===== src/rtl/core_pkg.sv =====
// Shared load-path types: load funct3 encodings, load FSM states and the
// queued load record.
package core_pkg;

  localparam int DEFAULT_TAG_WIDTH = 4;

  localparam logic [2:0] LB  = 3'b000;
  localparam logic [2:0] LH  = 3'b001;
  localparam logic [2:0] LW  = 3'b010;
  localparam logic [2:0] LBU = 3'b100;
  localparam logic [2:0] LHU = 3'b101;

  typedef enum logic [1:0] {IDLE, REQ, WAIT, BCAST} load_state_t;

  typedef struct packed {
    logic [DEFAULT_TAG_WIDTH-1:0] tag;
    logic [31:0]                  ea;
    logic [2:0]                   funct3;
  } load_entry_t;

endpackage


===== src/rtl/load_align.sv =====
// Little-endian lane select with sign/zero extension for loaded words, plus
// the misalignment / illegal-funct3 fault check for the same access.
module load_align
  import core_pkg::*;
(
  input  logic [31:0] word,
  input  logic [1:0]  ea_lo,
  input  logic [2:0]  funct3,
  output logic [31:0] data,
  output logic        fault
);

  logic [31:0] shifted;
  logic [7:0]  byte_lane;
  logic [15:0] half_lane;

  // NOTE: every always_comb output gets a default first so no path leaves it unassigned (no latch).
  always_comb begin
    data      = '0;
    fault     = 1'b0;
    shifted   = word >> {ea_lo, 3'b000};
    byte_lane = shifted[7:0];
    half_lane = ea_lo[1] ? word[31:16] : word[15:0];
    case (funct3)
      LB:  data = {{24{byte_lane[7]}}, byte_lane};
      LBU: data = {24'h0, byte_lane};
      LH: begin
        fault = ea_lo[0];
        if (!fault) data = {{16{half_lane[15]}}, half_lane};
      end
      LHU: begin
        fault = ea_lo[0];
        if (!fault) data = {16'h0, half_lane};
      end
      LW: begin
        fault = (ea_lo != 2'b00);
        if (!fault) data = word;
      end
      default: fault = 1'b1;
    endcase
  end

endmodule


===== src/rtl/load_unit.sv =====
// In-order load unit: FIFO of issued loads, one BRAM access in flight at a
// time, aligned result broadcast on the CDB with valid/ready handshake.
module load_unit
  import core_pkg::*;
#(
  parameter int DEPTH          = 4,
  parameter int TAG_WIDTH      = DEFAULT_TAG_WIDTH,
  parameter int MEM_LATENCY    = 2,
  parameter int MEM_ADDR_WIDTH = 10
) (
  input  logic                      clk_in,
  input  logic                      rst_in,
  input  logic                      flush_in,
  input  logic                      issue_valid_in,
  output logic                      issue_ready_out,
  input  logic [TAG_WIDTH-1:0]      issue_tag_in,
  input  logic [31:0]               issue_base_in,
  input  logic [11:0]               issue_offset_in,
  input  logic [2:0]                issue_funct3_in,
  output logic                      mem_req_out,
  output logic [MEM_ADDR_WIDTH-1:0] mem_addr_out,
  input  logic [31:0]               mem_data_in,
  output logic                      cdb_valid_out,
  input  logic                      cdb_ready_in,
  output logic [TAG_WIDTH-1:0]      cdb_tag_out,
  output logic [31:0]               cdb_data_out,
  output logic                      cdb_exc_out
);

  localparam int PTR_W  = $clog2(DEPTH);
  localparam int CNT_W  = $clog2(DEPTH + 1);
  localparam int WCNT_W = $clog2(MEM_LATENCY + 1);

  load_entry_t       queue_mem [DEPTH];
  logic [PTR_W-1:0]  head_q, tail_q;
  logic [CNT_W-1:0]  count_q;
  load_state_t       state_q, state_d;
  logic [WCNT_W-1:0] wait_cnt_q;
  load_entry_t       work_q;
  logic [31:0]       res_data_q;
  logic              res_exc_q;

  logic        enq, pop, entry_fault;
  logic [31:0] aligned;
  load_entry_t new_entry;
  logic        unused_ea_hi;

  // Ready looks only at the registered count; a same-cycle pop never opens a slot.
  assign issue_ready_out = (count_q != CNT_W'(DEPTH));
  assign enq             = issue_valid_in && issue_ready_out && !flush_in;

  always_comb begin
    new_entry        = '0;
    new_entry.tag    = DEFAULT_TAG_WIDTH'(issue_tag_in);
    new_entry.ea     = issue_base_in + {{20{issue_offset_in[11]}}, issue_offset_in};
    new_entry.funct3 = issue_funct3_in;
  end

  load_align u_align (
    .word   (mem_data_in),
    .ea_lo  (work_q.ea[1:0]),
    .funct3 (work_q.funct3),
    .data   (aligned),
    .fault  (entry_fault)
  );

  always_comb begin
    state_d     = state_q;
    pop         = 1'b0;
    mem_req_out = 1'b0;
    case (state_q)
      IDLE: if (count_q != '0) begin
        pop     = 1'b1;
        state_d = REQ;
      end
      REQ: if (entry_fault) begin
        state_d = BCAST;
      end else begin
        mem_req_out = 1'b1;
        state_d     = WAIT;
      end
      WAIT:    if (wait_cnt_q == WCNT_W'(MEM_LATENCY - 1)) state_d = BCAST;
      BCAST:   if (cdb_ready_in) state_d = IDLE;
      default: state_d = IDLE;
    endcase
    if (flush_in) begin
      state_d     = IDLE;
      pop         = 1'b0;
      mem_req_out = 1'b0;
    end
  end

  // NOTE: clocked state uses non-blocking assignments so every flop samples pre-edge values.
  always_ff @(posedge clk_in or posedge rst_in) begin
    if (rst_in) begin
      state_q    <= IDLE;
      wait_cnt_q <= '0;
      work_q     <= '0;
      res_data_q <= '0;
      res_exc_q  <= 1'b0;
    end else begin
      state_q    <= state_d;
      wait_cnt_q <= (state_q == WAIT && state_d == WAIT) ? wait_cnt_q + WCNT_W'(1) : '0;
      if (pop) work_q <= queue_mem[head_q];
      if (state_q == REQ && entry_fault) begin
        res_data_q <= '0;
        res_exc_q  <= 1'b1;
      end else if (state_q == WAIT && state_d == BCAST) begin
        res_data_q <= aligned;
        res_exc_q  <= 1'b0;
      end
    end
  end

  always_ff @(posedge clk_in or posedge rst_in) begin
    if (rst_in) begin
      head_q  <= '0;
      tail_q  <= '0;
      count_q <= '0;
    end else if (flush_in) begin
      head_q  <= '0;
      tail_q  <= '0;
      count_q <= '0;
    end else begin
      if (enq) tail_q <= tail_q + PTR_W'(1);
      if (pop) head_q <= head_q + PTR_W'(1);
      case ({enq, pop})
        2'b10:   count_q <= count_q + CNT_W'(1);
        2'b01:   count_q <= count_q - CNT_W'(1);
        default: count_q <= count_q;
      endcase
    end
  end

  // NOTE: queue storage has no reset; head/tail/count decide which slots are meaningful.
  always_ff @(posedge clk_in) begin
    if (enq) queue_mem[tail_q] <= new_entry;
  end

  assign mem_addr_out  = work_q.ea[MEM_ADDR_WIDTH+1:2];
  assign unused_ea_hi  = ^work_q.ea[31:MEM_ADDR_WIDTH+2];
  assign cdb_valid_out = (state_q == BCAST);
  assign cdb_tag_out   = TAG_WIDTH'(work_q.tag);
  assign cdb_data_out  = res_data_q;
  assign cdb_exc_out   = res_exc_q;

endmodule


===== config.mk =====
export PLATFORM = sky130hd
export DESIGN_NAME = load_unit
export DESIGN_NICKNAME = d
export VERILOG_FILES = /design/src/rtl/core_pkg.sv /design/src/rtl/load_align.sv /design/src/rtl/load_unit.sv
export SDC_FILE = /design/constraint.sdc
export NUM_CORES = 1
export LEC_CHECK = 0
export ABC_AREA = 1
export ABC_CLOCK_PERIOD_IN_PS = 4600
export CAP_MARGIN = 20
export CORE_MARGIN = 2
export CORE_UTILIZATION = 45
export DETAILED_ROUTE_END_ITERATION = 7
export DONT_BUFFER_PORTS = 1
export GPL_TIMING_DRIVEN = 0
export PLACE_DENSITY_LB_ADDON = 0.15
export SYNTH_ARGS = -nofsm -noshare
export SYNTH_HDL_FRONTEND = slang
export SYNTH_SLANG_ARGS = --single-unit

===== constraint.sdc =====
create_clock -name clk_in -period 4.6 [get_ports clk_in]
set_clock_uncertainty 0.2 [all_clocks]
set_input_delay 0.92 -clock clk_in [delete_from_list [all_inputs] [get_ports clk_in]]
set_output_delay 0.92 -clock clk_in [all_outputs]
set_load 0.01 [all_outputs]

==> results of run 1 <==
[routing by layer]
layer	track usage [%]	routed length [um]	vias up
met5	0	0	-
met4	7.30	173	0
met3	6.33	1240	13
met2	36.3	8090	157
met1	24.9	6720	2450
li1	-	-	2538
[registers in the layout, summed over array words and instances (netlist names)]
signal / cells
state_q: 2
cdb_data_out: 32
queue_mem: 76
wait_cnt_q: 2
count_q: 3
cdb_exc_out: 1
work_q: 5
head_q: 2
cdb_tag_out: 4
mem_addr_out: 10
tail_q: 2
[worst max path at each step]
stage	startpoint	endpoint	slack, ns	depth (start not counted)
6_report	work_q[0]$_DFFE_PP0P_	mem_req_out	1.75	5
5_1_grt	work_q[0]$_DFFE_PP0P_	mem_req_out	1.61	5
4_1_cts	work_q[0]$_DFFE_PP0P_	mem_req_out	1.69	5
3_5_place_dp	issue_base_in[0]	queue_mem[1][11]$_DFFE_PP_	1.60	7
3_3_place_gp	flush_in	queue_mem[3][37]$_DFFE_PP_	1.06	4
2_1_floorplan	flush_in	queue_mem[0][0]$_DFFE_PP_	1.85	4
[area by class of cell]
cell class | count | area, um^2 | area share (%)
Inverter | 81 | 304 | 3.94
Sequential cell | 139 | 3860 | 50.1
Clock inverter | 11 | 143 | 1.85
Multi-Input combinational cell | 502 | 2460 | 31.9
Clock buffer | 21 | 450 | 5.84
Tap cell | 184 | 230 | 2.99
Buffer | 33 | 158 | 2.05
Timing Repair Buffer | 5 | 105 | 1.36
[stage by stage]
step                      power (mW)  instances  utilization [%]
after floorplan                 3.01        755                -
after global placement          3.41        939             48.0
after detailed placement        3.47        944             48.8
after CTS                       4.85        976             52.8
after global routing            5.15        976             52.8
final                           4.81        976             52.8
[layout by cell type, fill, tap and decap left out]
| cell type | netlist | layout |
|---|---|---|
| a31oi_1 | 2 | 2 |
| clkinv_1 | 1 | 1 |
| clkbuf_16 | 0 | 17 |
| clkbuf_2 | 3 | 3 |
| buf_16 | 0 | 2 |
| fa_1 | 2 | 2 |
| o21ai_0 | 66 | 66 |
| o21ai_1 | 6 | 6 |
| edfxtp_1 | 76 | 76 |
| nor2_2 | 3 | 7 |
| nand3b_1 | 2 | 2 |
| ha_1 | 16 | 16 |
| clkinv_2 | 0 | 4 |
| nand2_1 | 225 | 225 |
| bufinv_16 | 0 | 3 |
| a21oi_1 | 9 | 9 |
| buf_12 | 0 | 1 |
| buf_4 | 4 | 4 |
| mux2i_1 | 1 | 1 |
| o32ai_1 | 19 | 19 |
| xor2_1 | 7 | 7 |
| nor3_1 | 3 | 3 |
| buf_8 | 0 | 2 |
| buf_2 | 12 | 12 |
| inv_6 | 0 | 2 |
| clkbuf_8 | 0 | 1 |
| inv_2 | 1 | 2 |
| a21o_1 | 1 | 1 |
| clkinvlp_4 | 0 | 2 |
| dfrtp_1 | 63 | 63 |
| clkbuf_1 | 14 | 17 |
| inv_1 | 79 | 78 |
| o31ai_4 | 1 | 1 |
| nand3_1 | 45 | 45 |
| nand4_1 | 2 | 2 |
| a22oi_1 | 7 | 7 |
| xnor2_1 | 4 | 4 |
| nor2_1 | 80 | 76 |
| nand2_2 | 1 | 1 |
[power by group]
group / leakage, nW / internal (mW) / switching, mW / total (mW)
combinational: 1.63 / 0.502 / 1.02 / 1.52
clock: 0.288 / 0.865 / 0.507 / 1.37
sequential: 1.51 / 1.62 / 0.289 / 1.91
total: 3.42 / 2.99 / 1.82 / 4.81
[cell families (layout without fill, tap and decap cells)]
kind of cell,after synthesis,count (layout),synth area share (%)
AND/OR/NAND/NOR,361,361,21.2
flip-flops,139,139,57.0
buffers and inverters,114,151,6.82
AO/OA/AOI/OAI,111,111,9.83
adder cells (fa/ha/maj),18,18,3.55
XOR/XNOR,11,11,1.42
multiplexers,1,1,0.148
==> summary by stage, run 1 <==
Floorplanning
Pin placement for this block handled around 140 I/O pins. The initial utilization of the core area, before any placement, comes to between 40% and 50%. After floorplanning, the core was divided into between 40 and 50 placement rows.

The core region is 0.0146 mm^2. The die covers 0.0160 mm^2. The die boundary width is roughly 130 um. The die outline height is roughly 130 um.

Route
After detailed routing, the number of remaining DRC violations is 0. The number of search-and-repair iterations in the first detailed-routing pass is 8. In the routed layout, each cell is associated on average with a via count of roughly 5.3. The final routed wire length divided by cell count is about 17 um. Detailed routing inserted a total of between 5000 and 6000 vias.

The aggregate routed wire length is 16200 um. The remaining number of nets flagged by the antenna check after routing is 0. The initial DRC count is ~360.

Timing
The number of pins with negative max-slew slack in the final report is 0. The transition at the pin with the smallest max-transition slack is about 0.72 ns. The post-layout worst setup margin is 1.75 ns.

The shortest period the worst path allows is 2.85 ns. Adding up every negative setup slack in the final design gives 0 ns. The final count of hold timing violations was 0. Setup repair after global routing left no endpoint under its margin. The final critical path takes up just over 60% of the cycle. The tightest slew margin relative to the limit is between 50% and 60%. The maximum operating frequency is about 350 MHz. The number of setup violations in the final report is 0. The worst hold slack after final layout is between 0.2 and 0.25 ns.

Global routing
The global-route congestion overflow total is 0. Global routing consumed, over all layers together, between 20% and 30% of the routing resources. Entering global routing, the biggest net connects 33 pins. The number of global-route vias before repair is approximately 5300.

The first global-routing pass estimated about 26000 um of wire. The initial antenna violation count came to 0.

Final layout
The total inserted antenna cells is 0. After filler insertion, the fill cell instance count of the layout stands at between 1000 and 1500. After routing the design area is approximately 0.0077 mm^2. The post-route netlist has roughly 8% of its cells at a drive strength greater than 1. The total number of nets in the final design is slightly below 900. The layout overhead on the synthesized area is 13.9%.

Power
In this run the power density over the cells is 624 mW/mm^2. IR analysis of the VDD net gives a maximum drop of roughly 0.30 mV. Summed over all cells, the static leakage comes to between 3 and 4 nW.

Setup path
For the worst setup path, the data required time is between 3 and 4 ns. For the worst flop-to-flop path, the logic depth is 7. The critical path capture point type is an output pin. The kind of cell with the highest combined delay along the critical path is simple AND/OR/NAND/NOR gates. The register-to-register path setup slack is between 2 and 2.5 ns. The startpoint of the lowest-slack register-to-register path is count_q[0]$_DFFE_PP0P_. The worst setup path is launched from a flop. The largest single stage delay on the critical path is approximately 0.42 ns. The worst register-to-register path ends at queue_mem[3][0]$_DFFE_PP_. The kind of critical path is flop to output pin.

The worst endpoint data arrival time is about 1.7 ns. For this design, the slowest cell found on the critical path is dfrtp_1. The signal on the critical path passes through nor2_1, inv_1, nand2_1, nand3_1, nor3_1.

The number of buffers and inverters on the critical path is 1. Of all nets on the critical path, the largest fanout is 5.

Worst hold path
In this run the most critical hold path is launched from wait_cnt_q[0]$_DFF_PP0_. The number of cells on the worst hold path is 1. The end point of the most critical hold path is wait_cnt_q[0]$_DFF_PP0_. The worst hold path belongs to the class flop to flop.

Synthesis
The largest total area in the synthesized netlist belongs to edfxtp_1. The area of the mapped netlist is 0.00677 mm^2. For this run, the number of Yosys warnings is 0.

After synthesis, flip-flops and latches occupy between 50% and 60% of the total area. The most common cell in the synthesized netlist is nand2_1. Counting distinct cell types in the post-synthesis netlist gives 30. Ranked by total cell area, the synthesized netlist is headed by edfxtp_1, dfrtp_1, nand2_1.

By count the netlist is led by nand2_1, nor2_1, inv_1. Dividing the synthesized area by the synthesized cell count gives roughly 9.0 um^2. The flip-flop cell with the highest count after synthesis is edfxtp_1. The count of state elements after synthesis is ~140. The fraction of synthesis flops using an asynchronous set or reset pin is 45.3%. The post-synthesis net count is between 800 and 900.

The area share of the largest cell type after synthesis is 33.7%. The number of synthesized flops with an enable pin is 76. Synthesis produced a netlist whose cell count is approximately 760.

Clocking
The number of gates resized after CTS is 0. The clock-pin slew on the worst setup and hold paths is ~0.060 ns. The number of buffers inserted by hold repair at cts is 0. The number of H-tree levels is 4.

The post-CTS setup-driven buffer insertion count is 0. The clock latency on the worst-skew pair is 0.42 ns. The total clock buffers created by CTS is 17. Counting every sink on the clock net gives about 140. The root buffer cell chosen for the clock tree is clkbuf_16. The clock tree buffer depth is 2. The TritonCTS clock tree is done.

Outcome
The flow ran to the end, and the final reports show no timing, DRC or antenna violations.

Run
Max-cap violations in this run came to 0.

Place
After legalization and detailed placement, the total HPWL measured between 10000 and 15000 um. Timing analysis after detailed placement gives a worst setup slack of between 1.5 and 2 ns. In this run the tool buffered the top-level ports with 0 buffer cells. The post-place instance area is 0.00712 mm^2. The final estimated routing congestion in global placement is between 0.9 and 1.
(Power assumes the default switching activity.)
==> inputs of run 2 (changes only) <==
--- a/config.mk
+++ b/config.mk
@@ -6,7 +6,7 @@
 export NUM_CORES = 1
 export LEC_CHECK = 0
 export ABC_AREA = 1
-export ABC_CLOCK_PERIOD_IN_PS = 4600
+export ABC_CLOCK_PERIOD_IN_PS = 2700
 export CAP_MARGIN = 20
 export CORE_MARGIN = 2
 export CORE_UTILIZATION = 45
==> constraint.sdc (replaced) <==
create_clock -name clk_in -period 2.7 [get_ports clk_in]
set_clock_uncertainty 0.2 [all_clocks]
set_input_delay 0.54 -clock clk_in [delete_from_list [all_inputs] [get_ports clk_in]]
set_output_delay 0.54 -clock clk_in [all_outputs]
set_load 0.01 [all_outputs]
==> summary by stage, run 2 (synthesis results as in run 1) <==
Timing
The summed negative setup slack over all endpoints is 0 ns. The maximum operating frequency is 405 MHz. The final count of hold timing violations is 0. The number of setup violations in the final report is 0. Setup repair after global routing left no endpoint under its margin.

The ratio of final minimum period to clock period is around nine tenths. The post-layout worst setup margin is between 0.2 and 0.25 ns. The number of pins with negative max-slew slack in the final report was 0. Subtracting the final worst setup slack from the clock period gives around 2.5 ns. At the pin with the least slew margin, the transition time is between 0.7 and 0.8 ns. The tightest slew margin relative to the limit is a little over half.

Setup path
The kind of cell with the highest combined delay along the critical path is simple AND/OR/NAND/NOR gates. The delay contributed by the slowest stage of the critical path is 0.42 ns. The register-to-register path setup slack is ~0.37 ns. The startpoint of the lowest-slack register-to-register path is count_q[0]$_DFFE_PP0P_.

For this design, the slowest cell found on the critical path is dfrtp_1. The kind of critical path is flop to output pin. The critical path capture point type is an output pin.

Measured in cells, the most critical reg-to-reg path has a length of 7. The worst reg2reg path endpoint is queue_mem[3][0]$_DFFE_PP_. Walking the worst path, the cells encountered are nor2_1, inv_1, nand2_1, nand3_1, nor3_1.

The worst setup path is launched from a flop. The biggest fanout along the worst timing path is 5. The number of buffers and inverters on the critical path is 1. The worst endpoint data arrival time is roughly 1.7 ns. At the worst endpoint, the required time is ~2.0 ns.

Clocking
TritonCTS built the clock tree. The number of gates resized after CTS is 0. The post-CTS setup-driven buffer insertion count is 0. The H-tree was split into 4 levels.

The clock latency on the worst-skew pair is 0.42 ns. Counting the buffers created by CTS gives 17. The root cell of the clock tree is clkbuf_16.

The clock tree buffer depth is 2. The total number of clock tree sinks is 139. After clock tree synthesis, the flow added hold-fix buffers numbering 8. Clock-pin slew was measured on the worst setup and hold paths at about 0.05 ns.

Power
The peak supply drop is 0.508 mV. The total chip power is ~8 mW. The analysis attributes to cell leakage a power of 3.46 nW. The power per standard cell area is between 1000 and 1500 mW/mm^2.

Global routing
The global-route congestion overflow total is 0. The global router's overall resource usage is 21.0%. The initial antenna violation count came to 0. Entering global routing, the biggest net connects 33 pins.

The number of global-route vias before repair was ~5400. The first-pass GRT wire length is 26200 um.

Final layout
0 antenna diodes ended up in the layout. The most frequent standard cell in the layout excluding fill and tap cells is nand2_1. The number of flip-flops under the largest register name is 76.

The total number of nets in the final design is 893. The layout overhead on the synthesized area is 15.0%. The filler cell count is around 1300. The top cell types in the final layout, fill and taps aside, are nand2_1, inv_1, nor2_1, edfxtp_1, o21ai_0. In the final layout, the share of cells above drive strength 1 is 8.00%. The utilization after layout is a little over half. The cell area after layout is between 0.007 and 0.008 mm^2. The register with the highest flop count is queue_mem.

Route
The number of remaining DRC errors is 0. Dividing the detail-routed wire length by the instance count gives roughly 16 um. The detailed router placed 5218 vias in this run. The highest layer touched by signal routing is met4. Detailed routing placed a total of around 8000 um of wire on met2. The aggregate routed wire length is roughly 16000 um.

For this block, wires on met1 add up to around 6800 um. The initial DRC count is 349. The total met3 wirelength after detailed routing is between 1000 and 1500 um.

The pre-antenna-repair detailed-routing pass consisted of 5 iterations. In the routed layout, each cell is associated on average with a via count of 5.30. The remaining number of nets flagged by the antenna check after routing is 0.

Floorplanning
The initial utilization of the core area, before any placement, comes to 46.4%. The overall die area is 0.0160 mm^2. The die outline height is 127 um. The core area is 0.0146 mm^2. The die boundary width is 127 um.

The floorplan row count is between 40 and 50. During I/O placement, the number of pins put on the boundary was about 140.

Place
The detailed placement HPWL is between 10000 and 15000 um. After detailed placement, the total cell area comes to approximately 0.0071 mm^2. The post-placement setup slack is 0.0798 ns. The count of buffers added on input and output ports is 0. The final estimated routing congestion in global placement is approximately 0.9.

Worst hold path
The path class of the tightest hold or removal check is primary input to flop. The number of cells on the worst hold path is 3. The beginning of the worst hold path is cdb_ready_in. The worst hold path terminates at state_q[1]$_DFF_PP0_.

Outcome
The run finished with clean final reports.

Run
Across the run, the number of max-cap violations was 0.
==> run 2: changes by cell type in the layout (fill, tap and decap cells not counted) <==
cell,before,now
dlygate4sd3_1,0,8
==> run 2: worst max-delay path by stage <==
stage | end | startpoint | depth (start not counted)
2_1_floorplan | queue_mem[0][0]$_DFFE_PP_ | flush_in | 4
3_3_place_gp | queue_mem[3][37]$_DFFE_PP_ | flush_in | 4
3_5_place_dp | queue_mem[1][11]$_DFFE_PP_ | issue_base_in[0] | 7
4_1_cts | mem_req_out | work_q[0]$_DFFE_PP0P_ | 5
5_1_grt | mem_req_out | work_q[0]$_DFFE_PP0P_ | 5
6_report | mem_req_out | work_q[0]$_DFFE_PP0P_ | 5
==> run 2: metrics by stage <==
| stage | cells | hold slack (ns) |
|---|---|---|
| 6_report | 984 | 0.167 |
| 2_1_floorplan | 755 | 0.209 |
| 3_3_place_gp | 939 | 0.221 |
| 4_1_cts | 984 | 0.131 |
| 5_1_grt | 984 | 0.150 |
| 3_5_place_dp | 944 | 0.232 |
==> run 2: layer usage <==
layer	vias to the layer above	global-route usage, %
li1	2554	-
met4	0	7.30
met3	16	6.20
met1	2482	25.0
met5	-	0
met2	166	36.3
==> run 2: layout make-up <==
type / instances / area (um^2) / share of cell area [%]
sequential: 139 / 3860 / 49.5
multi-input combinational: 502 / 2460 / 31.6
clock buffer: 21 / 450 / 5.78
inverter: 81 / 304 / 3.90
tap: 184 / 230 / 2.96
timing repair buffer: 13 / 185 / 2.38
buffer: 33 / 158 / 2.02
clock inverter: 11 / 143 / 1.83
==> run 2: power breakdown <==
part           total, mW  leakage [nW]  internal, mW  switching (mW)
registers           3.26          1.51          2.77           0.493
clock network       2.34         0.288          1.47           0.861
logic               2.61          1.66         0.864            1.74
total               8.20          3.46          5.11            3.10
==> run 2: worst reg2reg max path, delay by kind of cell (launching register included) <==
family,cells,cell delay [ns]
and+or+nand+nor,5,1.03
DFF,1,0.41
buffers and inverters,2,0.39
==> inputs of run 3 (changes only) <==
--- a/config.mk
+++ b/config.mk
@@ -6,7 +6,7 @@
 export NUM_CORES = 1
 export LEC_CHECK = 0
 export ABC_AREA = 1
-export ABC_CLOCK_PERIOD_IN_PS = 2700
+export ABC_CLOCK_PERIOD_IN_PS = 2500
 export CAP_MARGIN = 20
 export CORE_MARGIN = 2
 export CORE_UTILIZATION = 45
==> constraint.sdc (replaced) <==
create_clock -name clk_in -period 2.5 [get_ports clk_in]
set_clock_uncertainty 0.2 [all_clocks]
set_input_delay 0.5 -clock clk_in [delete_from_list [all_inputs] [get_ports clk_in]]
set_output_delay 0.5 -clock clk_in [all_outputs]
set_load 0.01 [all_outputs]
==> summary by stage, run 3 (synthesis results as in run 1) <==
Outcome
The run finished with clean final reports.

Floorplanning
The core area is between 0.01 and 0.015 mm^2. From left edge to right edge, the die measures approximately 130 um. The floorplan step set the die height to 127 um.

Once the floorplan was initialized, standard cells occupied 46.4% of the core. The initialized floorplan defines 44 standard-cell rows. The total I/O pin count is approximately 140. The overall die area is between 0.015 and 0.02 mm^2.

Route
The via density per instance is 5.29. After detailed routing, the number of remaining DRC violations is 0. The remaining number of nets flagged by the antenna check after routing is 0. The first detailed-routing pass ran for 5 iterations. In the final routed layout, each cell accounts on average for ~17 um. The initial DRC count is between 300 and 400.

The via total after detailed routing is roughly 5200. The aggregate routed wire length is between 15000 and 20000 um.

Clocking
The clock tree buffer depth is 2. The post-CTS setup-driven buffer insertion count is 0. In this run the clock root is driven by a clkbuf_16. Clock tree synthesis found a total of 139 sinks.

Clock-pin slew was measured on the worst setup and hold paths at approximately 0.06 ns. The clock latency on the worst-skew pair is between 0.4 and 0.5 ns. TritonCTS built the clock tree.

The clock tree synthesis step divided the H-tree into 4 levels. The total clock buffers created by CTS is 17.

Power
The power per standard cell area is between 1000 and 1500 mW/mm^2. The total chip power is 8.87 mW. Summed over all cells, the static leakage comes to ~3.5 nW. IR analysis of the VDD net gives a maximum drop of between 0.5 and 0.6 mV.

Setup path
Data on the critical path is required at its endpoint by 1.80 ns. Data on the critical path arrives at its endpoint at 1.65 ns. The startpoint of the lowest-slack register-to-register path is count_q[0]$_DFFE_PP0P_. The worst register-to-register path has a depth of 7.

By startpoint and endpoint, the worst setup path is classified as flop to output pin. The worst reg2reg path endpoint is queue_mem[1][1]$_DFFE_PP_. Across all register-to-register paths, the minimum setup slack is around 0.23 ns. The worst setup path is launched from a flop. STA classifies the critical path endpoint as an output pin. The biggest fanout along the worst timing path is 5.

Timing
The shortest period the worst path allows is between 2 and 2.5 ns. The tightest slew margin relative to the limit is ~52%. Setup repair after global routing left no endpoint under its margin.

The maximum operating frequency is between 400 and 500 MHz. The ratio of final minimum period to clock period is approximately 94%. The number of setup violations in the final report is 0. For the pin with the worst max-slew slack, the measured transition is between 0.7 and 0.8 ns.

The final count of hold timing violations came to 0. The number of pins with negative max-slew slack in the final report was 0.

Final layout
The total inserted antenna cells is 0. From synthesis to final layout, the design area changed by 15.2%. In the final layout, the share of cells above drive strength 1 is 8.13%. The library cell used most frequently in the layout, excluding fill and tap cells, is nand2_1. Leaving out fill and tap cells, the most frequent cells in the layout are nand2_1, inv_1, nor2_1, edfxtp_1, o21ai_0. The final layout contains approximately 890 nets. The register with the most flip-flops in the layout has 76 of them. Ranked by flip-flop count, first place goes to queue_mem. The cell area after layout is around 0.0078 mm^2.

Place
The post-place instance area is between 0.007 and 0.008 mm^2. The final estimated routing congestion in global placement is 0.918. The count of buffers added on input and output ports is 0. The detailed placement HPWL is between 10000 and 15000 um.

Worst hold path
The number of cells on the worst hold path is 3. The type of the worst min-delay path is primary input to flop. The worst hold path terminates at state_q[1]$_DFF_PP0_. The startpoint identified for the worst hold timing path is cdb_ready_in.

Global routing
The initial antenna violation count was 0. The global router's overall resource usage is around a fifth. The global-route congestion overflow total is 0. The first global-routing pass estimated approximately 26000 um of wire.

The pin count of the biggest net entering global routing is 33. The number of global-route vias before repair is between 5000 and 6000.

Run
The tool flagged a number of max-cap violations equal to 0.
run 3: cell counts in the layout (fill, tap and decap cells not counted):
Identical to the previous run, type by type.
run 3: critical path, stage by stage, from the launching register on:
cell and delay (ns):
dfrtp_1 0.42, nor2_1 0.19, inv_1 0.08, nand2_1 0.06, nand3_1 0.20, nor3_2 0.28
run 3: area by class of cell:
type	instances	area (um^2)
fill	1349	6790
sequential	139	3860
multi-input combinational	502	2470
clock buffer	21	450
inverter	81	304
tap	184	230
timing repair buffer	13	185
buffer	33	158
clock inverter	11	143
run 3: per-stage QoR:
stage / instances / util [%] / hold slack (ns) / TNS, ns / worst slack (ns)
after floorplan: 755 / - / 0.209 / 0 / 0.166
after global placement: 939 / 48.0 / 0.221 / -69.96 / -0.634
after detailed placement: 944 / 48.8 / 0.232 / -0.321 / -0.0802
after CTS: 984 / 53.4 / 0.0909 / 0 / 0.00974
after global routing: 984 / 53.5 / 0.110 / 0 / 0.0345
final: 984 / 53.5 / 0.121 / 0 / 0.153
run 3: worst max-delay path by stage:
stage | slack, ns | endpoint | cells past startpoint | from
finish | 0.15 | mem_req_out | 5 | work_q[0]$_DFFE_PP0P_
floorplan | 0.17 | queue_mem[0][0]$_DFFE_PP_ | 4 | flush_in
detailed placement | -0.08 | queue_mem[1][11]$_DFFE_PP_ | 7 | issue_base_in[0]
global route | 0.03 | mem_req_out | 5 | work_q[0]$_DFFE_PP0P_
CTS | 0.01 | mem_req_out | 5 | work_q[0]$_DFFE_PP0P_
global placement | -0.63 | queue_mem[3][37]$_DFFE_PP_ | 6 | count_q[0]$_DFFE_PP0P_
run 3: power breakdown:
| group | total (mW) | internal, mW | switching (mW) |
|---|---|---|---|
| clock network | 2.52 | 1.59 | 0.932 |
| registers | 3.52 | 2.99 | 0.531 |
| logic | 2.83 | 0.934 | 1.89 |
run 3: routing by layer:
metal / vias up / wire length (um) / GRT usage, %
met4: 0 / 243 / 7.30
met5: - / 0 / 0
li1: 2557 / - / -
met1: 2468 / 6850 / 25.0
met2: 159 / 8010 / 36.3
met3: 21 / 1140 / 6.20
run 3: what timing repair did:
item	CTS	global route
hold buffers	8	0
resized for setup	0	2
setup endpoints to repair	0	10
endpoints found under the hold margin	59	0
